File: src/rtl/ev10_spi_responder.sv
`default_nettype none
// ============================================================================
// Module      : ev10_spi_responder
// Description : ADC-side SPI responder for the EV10AQ190 register protocol.
//               It oversamples a mode-0 SPI bus in the clk domain, holds a
//               register file of NUM_REGS 16-bit words, and reports
//               committed writes to local logic.
//               Frame: 24 bits MSB first = {W/R, A[6:0], D[15:0]}.
//
// Ports       : clk, reset_n      - system clock, synchronous active-low reset
//               spi_cs_n/spi_clk/spi_mosi - SPI inputs (asynchronous pins)
//               spi_miso, spi_miso_oe     - read data and its output enable
//               reg_wr_valid/addr/data    - one-cycle write-commit report
//               cfg_rd_addr/cfg_rd_data   - local registered read port
//               frame_err                 - one-cycle malformed-frame pulse
//
// Config      : EV10_SPI_RESPONDER_RO_ID_EN - when defined, address 0 is a
//               read-only ID register returning CHIP_ID.
//
// Revision    : 1.0 - initial release
// ============================================================================
module ev10_spi_responder #(
    parameter int          NUM_REGS = 16,
    parameter logic [15:0] CHIP_ID  = 16'h0190
) (
    input  logic        clk,
    input  logic        reset_n,
    input  logic        spi_cs_n,
    input  logic        spi_clk,
    input  logic        spi_mosi,
    output logic        spi_miso,
    output logic        spi_miso_oe,
    output logic        reg_wr_valid,
    output logic [6:0]  reg_wr_addr,
    output logic [15:0] reg_wr_data,
    input  logic [6:0]  cfg_rd_addr,
    output logic [15:0] cfg_rd_data,
    output logic        frame_err
);

`ifdef EV10_SPI_RESPONDER_RO_ID_EN
    localparam bit c_RO_ID_EN = 1'b1;
`else
    localparam bit c_RO_ID_EN = 1'b0;
`endif

    localparam int c_IDX_W = (NUM_REGS > 1) ? $clog2(NUM_REGS) : 1;

    localparam logic [1:0] c_ST_IDLE = 2'd0;
    localparam logic [1:0] c_ST_ADDR = 2'd1;
    localparam logic [1:0] c_ST_DATA = 2'd2;
    localparam logic [1:0] c_ST_DONE = 2'd3;

    // ------------------------------------------------------------------
    // Synchronisers and registered edge pulses
    // ------------------------------------------------------------------
    logic r_cs_s1, r_cs_s2, r_cs_s3;
    logic r_sck_s1, r_sck_s2, r_sck_s3;
    logic r_mosi_s1, r_mosi_s2, r_mosi_s3;
    logic r_cs_fall, r_cs_rise, r_clk_rise, r_clk_fall;

    // ------------------------------------------------------------------
    // Frame state
    // ------------------------------------------------------------------
    logic [1:0]  r_state, w_state_nxt;
    logic [4:0]  r_bit_cnt;
    logic [15:0] r_shift_in;
    logic [15:0] r_shift_out;
    logic        r_wr;
    logic [6:0]  r_addr;
    logic        r_miso;
    logic        r_oe;
    logic [15:0] r_regs [NUM_REGS];
    logic        r_wr_valid;
    logic [6:0]  r_wr_addr;
    logic [15:0] r_wr_data;
    logic [15:0] r_cfg_rd_data;
    logic        r_frame_err;

    // FSM decodes
    logic w_clr_cnt, w_inc_cnt, w_shift_in, w_latch_hdr;
    logic w_load, w_shift_out, w_miso_zero, w_capture, w_ferr;

    // Datapath helpers
    logic        w_addr_in_range;
    logic        w_writable;
    logic [15:0] w_rd_word;
    logic [15:0] w_cfg_word;
    logic [15:0] w_wr_word;

    // ------------------------------------------------------------------
    // FSM: state register
    // ------------------------------------------------------------------
    always_ff @(posedge clk) begin
        if (!reset_n) begin
            r_state <= c_ST_IDLE;
        end else begin
            r_state <= w_state_nxt;
        end
    end

    // ------------------------------------------------------------------
    // FSM: next state
    // ------------------------------------------------------------------
    always_comb begin
        w_state_nxt = r_state;
        if (r_cs_rise) begin
            w_state_nxt = c_ST_IDLE;
        end else begin
            case (r_state)
                c_ST_IDLE: if (r_cs_fall) w_state_nxt = c_ST_ADDR;
                c_ST_ADDR: if (r_clk_fall && r_bit_cnt == 5'd8) w_state_nxt = c_ST_DATA;
                c_ST_DATA: if (r_clk_rise && r_bit_cnt == 5'd23) w_state_nxt = c_ST_DONE;
                c_ST_DONE: w_state_nxt = c_ST_DONE;
                default:   w_state_nxt = c_ST_IDLE;
            endcase
        end
    end

    // ------------------------------------------------------------------
    // FSM: output decodes (all actions suppressed by a deselect)
    // ------------------------------------------------------------------
    always_comb begin
        w_clr_cnt   = 1'b0;
        w_inc_cnt   = 1'b0;
        w_shift_in  = 1'b0;
        w_latch_hdr = 1'b0;
        w_load      = 1'b0;
        w_shift_out = 1'b0;
        w_capture   = 1'b0;
        w_miso_zero = (r_state == c_ST_IDLE) || (r_state == c_ST_DONE) || r_cs_rise;
        // A deselect from IDLE is never an error; that covers the spurious
        // rise seen when the synchronisers leave reset with the bus idle.
        w_ferr      = r_cs_rise && (r_state != c_ST_IDLE) && (r_bit_cnt != 5'd24);
        if (!r_cs_rise) begin
            w_clr_cnt   = (r_state == c_ST_IDLE) && r_cs_fall;
            // Counting continues in DONE so over-long frames are flagged.
            w_inc_cnt   = (r_state != c_ST_IDLE) && r_clk_rise;
            w_shift_in  = ((r_state == c_ST_ADDR) || (r_state == c_ST_DATA)) && r_clk_rise;
            w_latch_hdr = (r_state == c_ST_ADDR) && r_clk_rise && (r_bit_cnt == 5'd7);
            w_load      = (r_state == c_ST_ADDR) && r_clk_fall && (r_bit_cnt == 5'd8) && !r_wr;
            w_shift_out = (r_state == c_ST_DATA) && r_clk_fall && !r_wr;
            w_capture   = (r_state == c_ST_DATA) && r_clk_rise && (r_bit_cnt == 5'd23) && r_wr;
        end
    end

    // ------------------------------------------------------------------
    // Register-file access decodes
    // ------------------------------------------------------------------
    always_comb begin
        w_addr_in_range = (32'(r_addr) < 32'(NUM_REGS));
        w_writable      = w_addr_in_range && !(c_RO_ID_EN && (r_addr == 7'd0));
        w_wr_word       = {r_shift_in[14:0], r_mosi_s3};

        w_rd_word = 16'h0000;
        if (c_RO_ID_EN && (r_addr == 7'd0)) begin
            w_rd_word = CHIP_ID;
        end else if (w_addr_in_range) begin
            w_rd_word = r_regs[r_addr[c_IDX_W-1:0]];
        end

        w_cfg_word = 16'h0000;
        if (c_RO_ID_EN && (cfg_rd_addr == 7'd0)) begin
            w_cfg_word = CHIP_ID;
        end else if (32'(cfg_rd_addr) < 32'(NUM_REGS)) begin
            w_cfg_word = r_regs[cfg_rd_addr[c_IDX_W-1:0]];
        end
    end

    // ------------------------------------------------------------------
    // Datapath
    // ------------------------------------------------------------------
    always_ff @(posedge clk) begin
        if (!reset_n) begin
            // The chip-select synchronisers reset to "selected" so a bus that
            // is still low after reset cannot look like a new frame start;
            // a real frame needs a high and then a low on the pin.
            r_cs_s1       <= 1'b0;
            r_cs_s2       <= 1'b0;
            r_cs_s3       <= 1'b0;
            r_sck_s1      <= 1'b0;
            r_sck_s2      <= 1'b0;
            r_sck_s3      <= 1'b0;
            r_mosi_s1     <= 1'b0;
            r_mosi_s2     <= 1'b0;
            r_mosi_s3     <= 1'b0;
            r_cs_fall     <= 1'b0;
            r_cs_rise     <= 1'b0;
            r_clk_rise    <= 1'b0;
            r_clk_fall    <= 1'b0;
            r_bit_cnt     <= 5'd0;
            r_shift_in    <= 16'h0000;
            r_shift_out   <= 16'h0000;
            r_wr          <= 1'b0;
            r_addr        <= 7'd0;
            r_miso        <= 1'b0;
            r_oe          <= 1'b0;
            r_wr_valid    <= 1'b0;
            r_wr_addr     <= 7'd0;
            r_wr_data     <= 16'h0000;
            r_cfg_rd_data <= 16'h0000;
            r_frame_err   <= 1'b0;
            for (int i = 0; i < NUM_REGS; i++) begin
                r_regs[i] <= 16'h0000;
            end
        end else begin
            r_cs_s1   <= spi_cs_n;
            r_cs_s2   <= r_cs_s1;
            r_cs_s3   <= r_cs_s2;
            r_sck_s1  <= spi_clk;
            r_sck_s2  <= r_sck_s1;
            r_sck_s3  <= r_sck_s2;
            r_mosi_s1 <= spi_mosi;
            r_mosi_s2 <= r_mosi_s1;
            r_mosi_s3 <= r_mosi_s2;

            r_cs_fall  <= r_cs_s3 & ~r_cs_s2;
            r_cs_rise  <= ~r_cs_s3 & r_cs_s2;
            r_clk_rise <= ~r_sck_s3 & r_sck_s2;
            r_clk_fall <= r_sck_s3 & ~r_sck_s2;

            r_wr_valid  <= 1'b0;
            r_frame_err <= w_ferr;

            if (w_clr_cnt) begin
                r_bit_cnt <= 5'd0;
            end else if (w_inc_cnt && (r_bit_cnt != 5'd31)) begin
                r_bit_cnt <= r_bit_cnt + 5'd1;
            end

            // r_mosi_s3 lines up with the registered edge pulses.
            if (w_shift_in) begin
                r_shift_in <= w_wr_word;
            end

            if (w_latch_hdr) begin
                r_wr   <= r_shift_in[6];
                r_addr <= {r_shift_in[5:0], r_mosi_s3};
            end

            if (w_miso_zero) begin
                r_miso <= 1'b0;
            end else if (w_load) begin
                r_miso      <= w_rd_word[15];
                r_shift_out <= {w_rd_word[14:0], 1'b0};
            end else if (w_shift_out) begin
                r_miso      <= r_shift_out[15];
                r_shift_out <= {r_shift_out[14:0], 1'b0};
            end

            if (r_cs_rise) begin
                r_oe <= 1'b0;
            end else if (w_load) begin
                r_oe <= 1'b1;
            end

            if (w_capture && w_writable) begin
                r_regs[r_addr[c_IDX_W-1:0]] <= w_wr_word;
                r_wr_valid <= 1'b1;
                r_wr_addr  <= r_addr;
                r_wr_data  <= w_wr_word;
            end

            r_cfg_rd_data <= w_cfg_word;
        end
    end

    assign spi_miso     = r_miso;
    assign spi_miso_oe  = r_oe;
    assign reg_wr_valid = r_wr_valid;
    assign reg_wr_addr  = r_wr_addr;
    assign reg_wr_data  = r_wr_data;
    assign cfg_rd_data  = r_cfg_rd_data;
    assign frame_err    = r_frame_err;

endmodule
`default_nettype wire

File: config.mk
export PLATFORM = sky130hd
export DESIGN_NAME = ev10_spi_responder
export DESIGN_NICKNAME = d
export VERILOG_FILES = /design/src/rtl/ev10_spi_responder.sv
export SDC_FILE = /design/constraint.sdc
export NUM_CORES = 1
export LEC_CHECK = 0
export CORE_ASPECT_RATIO = 1.2
export CORE_UTILIZATION = 25
export DETAILED_ROUTE_END_ITERATION = 6
export PLACE_DENSITY = 0.5
export SETUP_SLACK_MARGIN = 0.5
export SYNTH_ARGS = -nofsm -noshare
export SYNTH_HDL_FRONTEND = slang
export SYNTH_SLANG_ARGS = --single-unit
File: constraint.sdc
create_clock -name clk -period 4.9 [get_ports clk]
set_clock_uncertainty 0.15 [all_clocks]
set_input_delay 0.735 -clock clk [delete_from_list [all_inputs] [get_ports clk]]
set_output_delay 0.735 -clock clk [all_outputs]
set_load 0.02 [all_outputs]
==> After elaboration in Yosys (flattened, before gate mapping) <==
Memories as Yosys holds them, arrays and structs flattened. A register that Yosys moved wholly into a read port is not among the register bits.
Cells that the tools add are included.
{ "totals": {"ram_bits": 256, "inputBits": 12, "ff_bits": 86, "word_cells": 109, "out_inout_bits": 43, "memories": 1} }
{ "mem_list": {"columns": ["name", "words", "width", "rd", "rd_ports_with_merged_regs", "wr", "line", "text"], "rows": [
  ["r_regs", 16, 16, 2, 2, 16, "73", "logic [15:0] r_regs [NUM_REGS];"]
]} }
{ "classes": {"addsub": 1, "n_lt_le_gt_ge": 2, "n_bitwise": 10, "n_reduce_logical": 34, "eq_ne": 11, "muxes": 25} }
{ "op_table": {"columns": ["operator", "n"], "rows": [
  ["16-bit 2-to-1 mux", 4],
  ["1-bit logical AND", 19],
  ["16-bit OR reduction", 1],
  ["7-bit by 5-bit < comparator with 1-bit output (second input constant)", 2],
  ["1-bit 2-to-1 mux", 14],
  ["4-bit 2-to-1 mux", 3],
  ["5-bit != test (second input constant)", 2],
  ["2-bit case mux with 4 select lines", 1],
  ["2-bit 2-to-1 mux", 3],
  ["2-bit != test (second input constant)", 3],
  ["1-bit NOT", 6],
  ["2-bit OR reduction", 3],
  ["5-bit by 1-bit adder with 5-bit output (second input constant)", 1],
  ["5-bit by 3-bit == test with 1-bit output (second input constant)", 1],
  ["5-bit by 4-bit == test with 1-bit output (second input constant)", 1],
  ["5-bit == test (second input constant)", 1],
  ["1-bit bitwise AND", 4],
  ["2-bit == test (second input constant)", 2],
  ["2-bit AND reduction", 2],
  ["2-bit nonzero test", 2],
  ["1-bit logical OR", 3],
  ["3-bit AND reduction", 1],
  ["2-bit by 1-bit == test with 1-bit output (second input constant)", 1],
  ["1-bit logical NOT", 2],
  ["2-bit logical NOT", 1]
]} }

==> Longest topological paths before layout <==
Gate-level depths: netlist of the first run.
{ "depth": {"depth_word": 11, "ltp_mapped": 10, "mapped_depth_nobuf": 7} }

==> Least setup slack after synthesis of the first run <==
No wires, ideal clock.
{ "synth_path": {"path_type": "flip-flop to flip-flop", "from": "register r_bit_cnt[0]", "to": "memory r_regs[1][0] (enable)", "n_path_buf": 2, "required_ns": 4.339, "setup_slack_ns": 1.151, "period_less_slack_ns": 3.749, "setup_time_ns": 0.411, "stages_incl_launch_ff": 8, "t_arrival_ns": 3.188, "cell_sequence": "dfxtp_1 ha_1 nand3b_1 or4_1 buf_2 or4b_1 buf_6 o21ai_0"} }
{ "synth_lines": {"columns": ["item", "line", "text"], "rows": [
  ["from (decl)", "66", "logic [4:0] r_bit_cnt;"],
  ["from (signal assigned)", "228", "r_bit_cnt <= r_bit_cnt + 5'd1;"],
  ["to (decl)", "73", null]
]} }

==> metrics, run 1 <==
design area=about 20000 um2; Clock Latency Late Sink=580 ps; number of remaining DRC errors=0; hpwl dp=35.07 mm; setup ws final=904.5 ps; count of hold-fix buffers inserted at cts=0; R2R Path End=r_regs[0][2]; Port Buffers=54; Hold WC Path Type=flop to flop; RSZ-0062 raised after global routing=no; GRT Total Usage=14.85%; GRT overflow=0; VDD IR-drop max=0.2058 mV; Synth area leaders=edfxtp_1, mux4_2, dfxtp_1, and2_1, nand2_1; Clock Pin Slew Worst Setup and Hold Paths=60 ps; worst path bufs/invs=1; minimum clock period=around 4000 ps; post-synth top area share=~44%; critical path's slowest cell=or4b_1; Setup TNS=0 ps; pre-CTS setup slack=895.5 ps; Pleak=between 6 and 7 nW; CP Class=flop to flop; area growth from synthesis to layout=16.53%; FP Rows=105; ys flop type=edfxtp_1; top cell family by delay on the critical path=simple AND/OR/NAND/NOR gates; die area=70780 um2; register bit total from synthesis=roughly 360; origin of the critical flop-to-flop path=r_bit_cnt[0]; Layout fillers=6839; Vias=roughly 10000; max-slew violation count=0; Slew Limit Headroom=13.84%; FFs w/ async S/R, synth=0%; DR iter-0 viols=723; most common cell in the netlist=and2_1; NumNets Final=1305; H-tree depth=2; CTS max path bufs=3; CTS tree=built; Max-Cap Viols=0; leading area contributor after synthesis=edfxtp_1; final hold vios=0; pin count of the biggest net entering global routing=70; number of global-route vias before repair=10910; drt wl/cell=~24 um; post-synthesis net count=1281; CP max stage delay=a little under 800 ps; first-pass GRT wire length=76.54 mm; Post-Syn Area=17430 um2; cts bufs inserted=39; period utilisation layout=81.54%; First-pass DRT Iterations=5; hold slack final=257.6 ps; Distinct cells, synth=50; post-route ant nets=0; placed cells=2154; Post-Route WL=52.49 mm; area of the multi-input gates=7243 um2; FF-to-FF setup slack=900 ps; Non-Filler Instances=2226; Post-Synthesis Cells=1262; Die Height=291.2 um; setup bufs post-CTS=0; antenna violations before repair=0; DP Area=approximately 19000 um2; Worst setup EP type=flop; Die Width=243.0 um; GPL Wtd Cong=approximately 0.8; Critical Path Source Type=flop; CP endpoint=r_regs[0][2]; FMAX=250.3 MHz; Data arrival, critical path=4030 ps; ANT cells=0; CP cell instances=ha_1, nand3b_1, or4_1, buf_4, or4b_1, nor3_4, nand2b_1; clock tree root buffer cell=clkbuf_16; fraction of layout cells with a size suffix above 1=21.34%; Top Ports=55; FF-to-FF path depth=7; Ys Warns=0; Initial Util=between 20% and 30%; final setup vio count=0; CTS sink count=361; Core Area=around 70000 um2; sequential-to-total area share from yosys stat=56.17%; Levels on crit path=7; Worst-Margin Slew=1288 ps; status=complete, no violations; Pwr Density=~330 nW/um2; crit path from=r_bit_cnt[0]; CP required=roughly 4900 ps; mean area per synthesized cell=~14 um2; Post-CTS Resized=0; via density per instance=4.712; crit path max fanout=24; EDFF count, synth=256; most common library cells after synthesis=and2_1, edfxtp_1, mux4_2, dfxtp_1, nand2_1; register area=9798 um2
worst min-delay path by stage:
stage | to | cells past startpoint | from | slack [ps]
5_1_grt | r_clk_fall | 1 | r_sck_s2 | 270
4_1_cts | r_clk_fall | 1 | r_sck_s2 | 260
6_report | r_clk_fall | 1 | r_sck_s2 | 260
2_1_floorplan | r_clk_fall | 1 | r_sck_s2 | 230
3_5_place_dp | r_clk_fall | 1 | r_sck_s2 | 250
3_3_place_gp | r_clk_fall | 1 | r_sck_s2 | 250
cell usage in the layout (no fill, tap or decap), types with 3 or more instances in the layout:
cell type	count
and2_1	268
edfxtp_1	256
mux4_2	144
dfxtp_1	102
nand2_1	94
clkdlybuf4s50_1	51
nor2_1	50
clkbuf_16	42
buf_4	40
a21boi_0	35
mux2i_1	33
nor2b_1	27
o21ai_0	16
o21ai_2	12
clkbuf_1	11
a21oi_1	10
nand2b_1	9
mux2_2	8
inv_1	7
nor3_1	7
ha_1	7
or3_1	5
clkbuf_8	5
clkinv_1	5
nand4_1	4
and3_1	4
o22ai_1	4
clkinv_2	4
nand4b_1	3
nand3_1	3
or4_1	3
nor4_1	3
nor2_4	3
nor3_2	3
through the flow:
| stage | total power [mW] | utilization [%] |
|---|---|---|
| floorplan | 3.748 | - |
| global placement | 3.926 | 27.74 |
| detailed placement | 3.934 | 27.74 |
| CTS | 6.872 | 29.56 |
| global route | 6.982 | 29.56 |
| finish | 6.796 | 29.56 |
final cells by class:
cell class | instances | area share, %
flip-flops and latches | 361 | 48.24
clock buffers | 58 | 5.717
inverters | 7 | 0.1294
repair buffers | 94 | 4.214
multi-input cells | 783 | 35.66
well taps | 909 | 5.600
clock inverters | 14 | 0.4312
routing by layer:
layer	vias up	track usage, %	routed length [um]
li1	4679	-	-
met1	5483	16.83	20160
met2	250	27.85	28460
met3	77	2.259	2067
met4	0	5.415	1799
met5	-	0	0
sequential cells by signal, indices dropped and copies added (netlist names), 2 cells and up, named ones only:
signal       count
r_state          2
r_regs         256
r_shift_out     15
reg_wr_addr      7
r_bit_cnt        5
reg_wr_data     16
r_shift_in      15
cfg_rd_data     16
r_addr           7
power breakdown:
part,internal (mW),total [mW],switching [mW]
Clock,1.65,2.93,1.28
Combinational,0.197,0.430,0.232
Sequential,3.37,3.43,0.0645
kinds of logic (layout without fill, tap and decap cells):
family / after synthesis / in the layout / synth area share [%]
adders and majority gates: 7 / 7 / 0.5025
buffers and inverters: 118 / 173 / 2.670
and+or+nand+nor: 498 / 498 / 16.11
xor gates and xnor gates: 3 / 3 / 0.1508
muxes: 185 / 185 / 21.02
AOI/OAI and AO/OA: 90 / 90 / 3.381
DFF: 361 / 361 / 56.17
Note: power is estimated with default switching activity, not from simulation.
==> run 2, diff against run 1 <==
--- a/config.mk
+++ b/config.mk
@@ -8,7 +8,7 @@
 export CORE_ASPECT_RATIO = 1.2
 export CORE_UTILIZATION = 25
 export DETAILED_ROUTE_END_ITERATION = 6
-export PLACE_DENSITY = 0.5
+export PLACE_DENSITY = 0.52
 export SETUP_SLACK_MARGIN = 0.5
 export SYNTH_ARGS = -nofsm -noshare
 export SYNTH_HDL_FRONTEND = slang
==> constraint.sdc (replaced) <==
create_clock -name clk -period 3.6 [get_ports clk]
set_clock_uncertainty 0.15 [all_clocks]
set_input_delay 0.54 -clock clk [delete_from_list [all_inputs] [get_ports clk]]
set_output_delay 0.54 -clock clk [all_outputs]
set_load 0.02 [all_outputs]
==> run 2 against run 1 <==
Effect of this change: register-to-register slack worse by 320 ps; wire length up 1.8%; non-clock buffer count increased by 28; via count increased by 2.5%; power grew 37%; worst setup slack got worse by 320 ps; critical path type unchanged.
==> metrics, run 2 (synthesis gave the netlist of run 1 again) <==
pre-CTS setup slack=504.7 ps; die area=70780 um2; minimum clock period=3013 ps; Pwr Density=about 450 nW/um2; Pwr Total=9.304 mW; drt wl/cell=23.69 um; R2R Path End=r_regs[3][10]; Clock Pin Slew Worst Setup and Hold Paths=60 ps; GRT Total Usage=15.08%; Initial Util=25.37%; Clock Latency Late Sink=~540 ps; max-slew violation count=0; CP endpoint=r_regs[3][10]; Post-Route WL=approximately 53 mm; ANT cells=0; CP cell instances=ha_1, nand3b_1, or4_4, or4b_1, buf_4, o21ai_2, buf_8; Setup TNS=0 ps; crit path from=r_bit_cnt[0]; Worst-Margin Slew=around 960 ps; CP required=3680 ps; design area=20610 um2; GRT overflow=0; First-pass DRT Iterations=5; WHS Path Cells=1; switching portion of total power=23.01%; commonest non-fill, non-tap cell in the layout=and2_1; final hold vios=0; Critical Path Source Type=flop; Cell Int Power=7.163 mW; area growth from synthesis to layout=18.25%; Vias=10750; NumNets Final=1334; CP max stage delay=around 600 ps; CTS max path bufs=3; CTS tree=built; number of global-route vias before repair=roughly 11000; DR iter-0 viols=roughly 750; cts bufs inserted=40; CP Class=flop to flop; Psw=roughly 2.1 mW; Core Area=a little under 70000 um2; Pleak=6.789 nW; Hold WC Path Type=flop to flop; max reg flops=256; clock power share=43.1%; clock tree root buffer cell=clkbuf_16; antenna violations before repair=1; Data arrival, critical path=about 3100 ps; CTS sink count=361; final setup vio count=0; hpwl dp=35.86 mm; FMAX=331.8 MHz; combinational share of power=6.7%; Top Ports=between 50 and 60; VDD IR-drop max=~0.28 mV; period utilisation layout=83.71%; via density per instance=4.765; FF-to-FF setup slack=~590 ps; first-pass GRT wire length=between 70 and 80 mm; post-route ant nets=0; largest register by flop count=r_regs; Die Width=243.0 um; FP Rows=about 110; setup ws final=586.6 ps; most frequent cells in the layout=and2_1, edfxtp_1, mux4_2; Reg power frac=50.2%; GPL Wtd Cong=0.8388; H-tree depth=2; crit path max fanout=16; fraction of layout cells with a size suffix above 1=23.31%; status=complete, no violations; Port Buffers=54; origin of the critical flop-to-flop path=r_bit_cnt[0]; Worst setup EP type=flop; pin count of the biggest net entering global routing=65; DP Area=19280 um2; RSZ-0062 raised after global routing=no; FF-to-FF path depth=7; count of hold-fix buffers inserted at cts=0; number of remaining DRC errors=0; Die Height=roughly 290 um; Slew Limit Headroom=36.14%; critical path's slowest cell=or4_4; Max-Cap Viols=0
run 2: cell count changes in the layout (fill, tap and decap cells not counted), sizes merged:
cell and delta:
inv +1, bufinv +2, clkbuf -5, clkinv +3, buf +28, clkinvlp +1
run 2: stage by stage:
step           cells  hold slack, ps  utilization, %
3_5_place_dp    2178           248.3           28.06
3_3_place_gp    2178           260.2           28.06
2_1_floorplan   1262           232.7               -
5_1_grt         2256           284.1           30.00
6_report        2256           270.2           30.00
4_1_cts         2252           272.2           29.90
run 2: power groups by stage:
stage	Combinational, mW	Sequential, mW	Clock, mW
3_3_place_gp	0.621	4.75	0
3_5_place_dp	0.622	4.76	0
2_1_floorplan	0.377	4.72	0
5_1_grt	0.650	4.69	4.26
4_1_cts	0.627	4.67	4.12
6_report	0.619	4.67	4.01
run 2: layout make-up:
class | instances | area, um2
sequential | 361 | 9798
multi-input combinational | 783 | 7262
tap | 909 | 1137
clock buffer | 53 | 1091
timing repair buffer | 122 | 1127
clock inverter | 21 | 167.7
inverter | 7 | 26.28
fill | 6778 | 48100
run 2: routing by layer:
metal	vias to the layer above	track usage, %	part of all wire (%)	routed length (um)
li1	4754	-	-	-
met5	-	0	0	0
met3	92	1.881	3.8	2027
met1	5616	17.37	39	20620
met2	288	27.97	53	28520
met4	0	6.090	4.2	2266
run 2: worst max-delay path, delay by kind of cell (launching register included):
family                     cells  cell delay (ps)
buffers and inverters          2              430
AOI/OAI and AO/OA              1              160
and+or+nand+nor                3             1350
DFF                            1              390
adders and majority gates      1              220
run 2: timing repair:
action / 4_1_cts / 5_1_grt
pin swaps: 0 / 2
resized for setup: 2 / 4
setup buffers: 0 / 4
setup endpoints to repair: 27 / 134
run 2: worst min-delay path by stage:
stage                     startpoint         end  slack (ps)
after floorplan             r_sck_s2  r_clk_fall         230
after global placement      r_sck_s3  r_clk_rise         260
after detailed placement    r_sck_s2  r_clk_fall         250
after CTS                   r_sck_s2  r_clk_fall         270
after global routing        r_sck_s3  r_clk_rise         280
final                       r_sck_s3  r_clk_rise         270
==> run 3, diff against run 2 <==
--- a/config.mk
+++ b/config.mk
@@ -8,7 +8,7 @@
 export CORE_ASPECT_RATIO = 1.2
 export CORE_UTILIZATION = 25
 export DETAILED_ROUTE_END_ITERATION = 6
-export PLACE_DENSITY = 0.52
+export PLACE_DENSITY = 0.5
 export SETUP_SLACK_MARGIN = 0.5
 export SYNTH_ARGS = -nofsm -noshare
 export SYNTH_HDL_FRONTEND = slang
==> constraint.sdc (replaced) <==
create_clock -name clk -period 2.84 [get_ports clk]
set_clock_uncertainty 0.15 [all_clocks]
set_input_delay 0.426 -clock clk [delete_from_list [all_inputs] [get_ports clk]]
set_output_delay 0.426 -clock clk [all_outputs]
set_load 0.02 [all_outputs]
==> run 3 against run 2 <==
Effect of this change: via count rose by 0.63%; critical path type unchanged; maximum frequency rose by 11%; cell count rose by 2.7%; power rose by 26%; design area rose by 5.2%; largest cell class unchanged; non-clock buffer count rose by 60; register-to-register slack got worse by 470 ps; global-route usage fell by 0.27 points.
==> metrics, run 3 (synthesis gave the netlist of run 1 again) <==
Worst-Margin Slew=1052 ps; GPL Wtd Cong=0.8098; FF-to-FF path depth=6; Die Height=291.2 um; CP required=2960 ps; R2R Path End=r_regs[3][0]; GRT Total Usage=14.80%; commonest non-fill, non-tap cell in the layout=and2_1; cts bufs inserted=40; via density per instance=4.671; pin count of the biggest net entering global routing=37; design area=21680 um2; Worst setup EP type=flop; final setup vio count=0; CP Class=flop to flop; minimum clock period=2719 ps; Initial Util=between 20% and 30%; antenna violations before repair=1; Hold Startpoint=reset_n; drt wl/cell=between 20 and 25 um; clock tree root buffer cell=clkbuf_16; first-pass GRT wire length=76.60 mm; Max-Cap Viols=0; Port Buffers=54; CTS tree=built; fraction of layout cells with a size suffix above 1=between 20% and 30%; CTS max path bufs=3; ANT cells=0; register area=slightly below 10000 um2; Reg power frac=between 50 and 60%; Pleak=7.255 nW; H-tree depth=2; largest register by flop count=r_regs; First-pass DRT Iterations=5; status=complete, no violations; Hold WC Path Type=input port to flop; Layout fillers=between 6000 and 7000; placed cells=2213; switching portion of total power=23.08%; final hold vios=0; crit path max fanout=11; clock power share=about 43%; Non-Filler Instances=~2300; period utilisation layout=95.72%; number of global-route vias before repair=11260; Slew Limit Headroom=29.74%; Hold EP=r_clk_fall; FP Rows=around 110; RSZ-0062 raised after global routing=yes; GRT overflow=0; Top Ports=55; FF-to-FF setup slack=120 ps; Pwr Density=539.7 nW/um2; area of the multi-input gates=between 7000 and 8000 um2; Post-Route WL=52.76 mm; number of remaining DRC errors=0; max-slew violation count=0; origin of the critical flop-to-flop path=r_addr[6]; Core Area=68710 um2; NumNets Final=between 1000 and 1500; die area=70780 um2; Clock Pin Slew Worst Setup and Hold Paths=around 60 ps; combinational share of power=6.9%; WHS Path Cells=3; area growth from synthesis to layout=24.39%; DP Area=19860 um2; Data arrival, critical path=around 2800 ps; CTS sink count=361; Critical Path Source Type=flop; DR iter-0 viols=875; max reg flops=256; post-route ant nets=0; Die Width=about 240 um; Vias=10820; hold slack final=roughly 110 ps; FMAX=367.8 MHz; most frequent cells in the layout=and2_1, edfxtp_1, mux4_2; hpwl dp=36.40 mm; Cell Int Power=about 9 mW; count of hold-fix buffers inserted at cts=0; Psw=roughly 2.7 mW; Clock Latency Late Sink=580 ps; VDD IR-drop max=around 0.39 mV; Core Util, Final=31.55%
==> run 3: changes by cell type in the layout (fill, tap and decap cells not counted), moves of 8 or more <==
| cell | before | now |
|---|---|---|
| buf_12 | 6 | 27 |
| and2_4 | 0 | 9 |
| and2_1 | 268 | 259 |
| nor2_1 | 50 | 42 |
| buf_6 | 1 | 39 |
==> run 3: area by class of cell <==
type,count,area share (%)
flip-flops and latches,361,45.24
clock buffers,59,5.223
clock inverters,14,0.4097
repair buffers,182,9.309
multi-input cells,784,34.45
inverters,7,0.1212
well taps,909,5.246
==> run 3: critical path, stage by stage, from the launching register on <==
cell,delay (ps)
dfxtp_2,320
or3_4,380
or4_4,490
or4b_4,580
buf_8,180
o21ai_4,170
buf_12,160
==> run 3: how the worst max path moves through the flow <==
stage,startpoint,end,slack [ps],cells after the start
floorplan,r_bit_cnt[0],r_regs[0][0],-40,8
global placement,r_state[0],r_regs[3][1],6,8
detailed placement,r_state[0],r_regs[3][5],0.6,8
CTS,r_addr[6],r_regs[3][0],120,6
global route,r_addr[6],r_regs[0][11],70,6
finish,r_addr[6],r_regs[3][0],120,6
==> run 3: per-layer routing <==
layer	global-route usage, %	share of wire, %	up-vias
li1	-	-	4866
met4	4.679	2.9	0
met1	18.33	41	5592
met5	0	0	-
met3	2.775	5.0	76
met2	25.85	51	284
==> run 3: power groups by stage <==
stage	combinational [mW]	sequential (mW)	clock [mW]
detailed placement	0.795	6.03	0
CTS	0.808	5.92	5.10
global placement	0.792	6.03	0
floorplan	0.491	5.99	0
finish	0.806	5.92	4.97
global route	0.854	5.94	5.30
==> run 3: metrics by stage <==
step | setup slack, ps | setup TNS (ps) | power, mW
2_1_floorplan | -43.82 | -3109 | 6.478
3_3_place_gp | 6.014 | 0 | 6.818
3_5_place_dp | 0.6088 | 0 | 6.830
4_1_cts | 117.3 | 0 | 11.83
5_1_grt | 71.21 | 0 | 12.10
6_report | 121.4 | 0 | 11.70
==> run 3: timing repair <==
item	in CTS	in global routing
hold endpoints to repair	0	0
buffers inserted	10	12
pin swaps	12	5
gates resized for setup	37	54
setup endpoints to repair	543	542
cloned	4	4
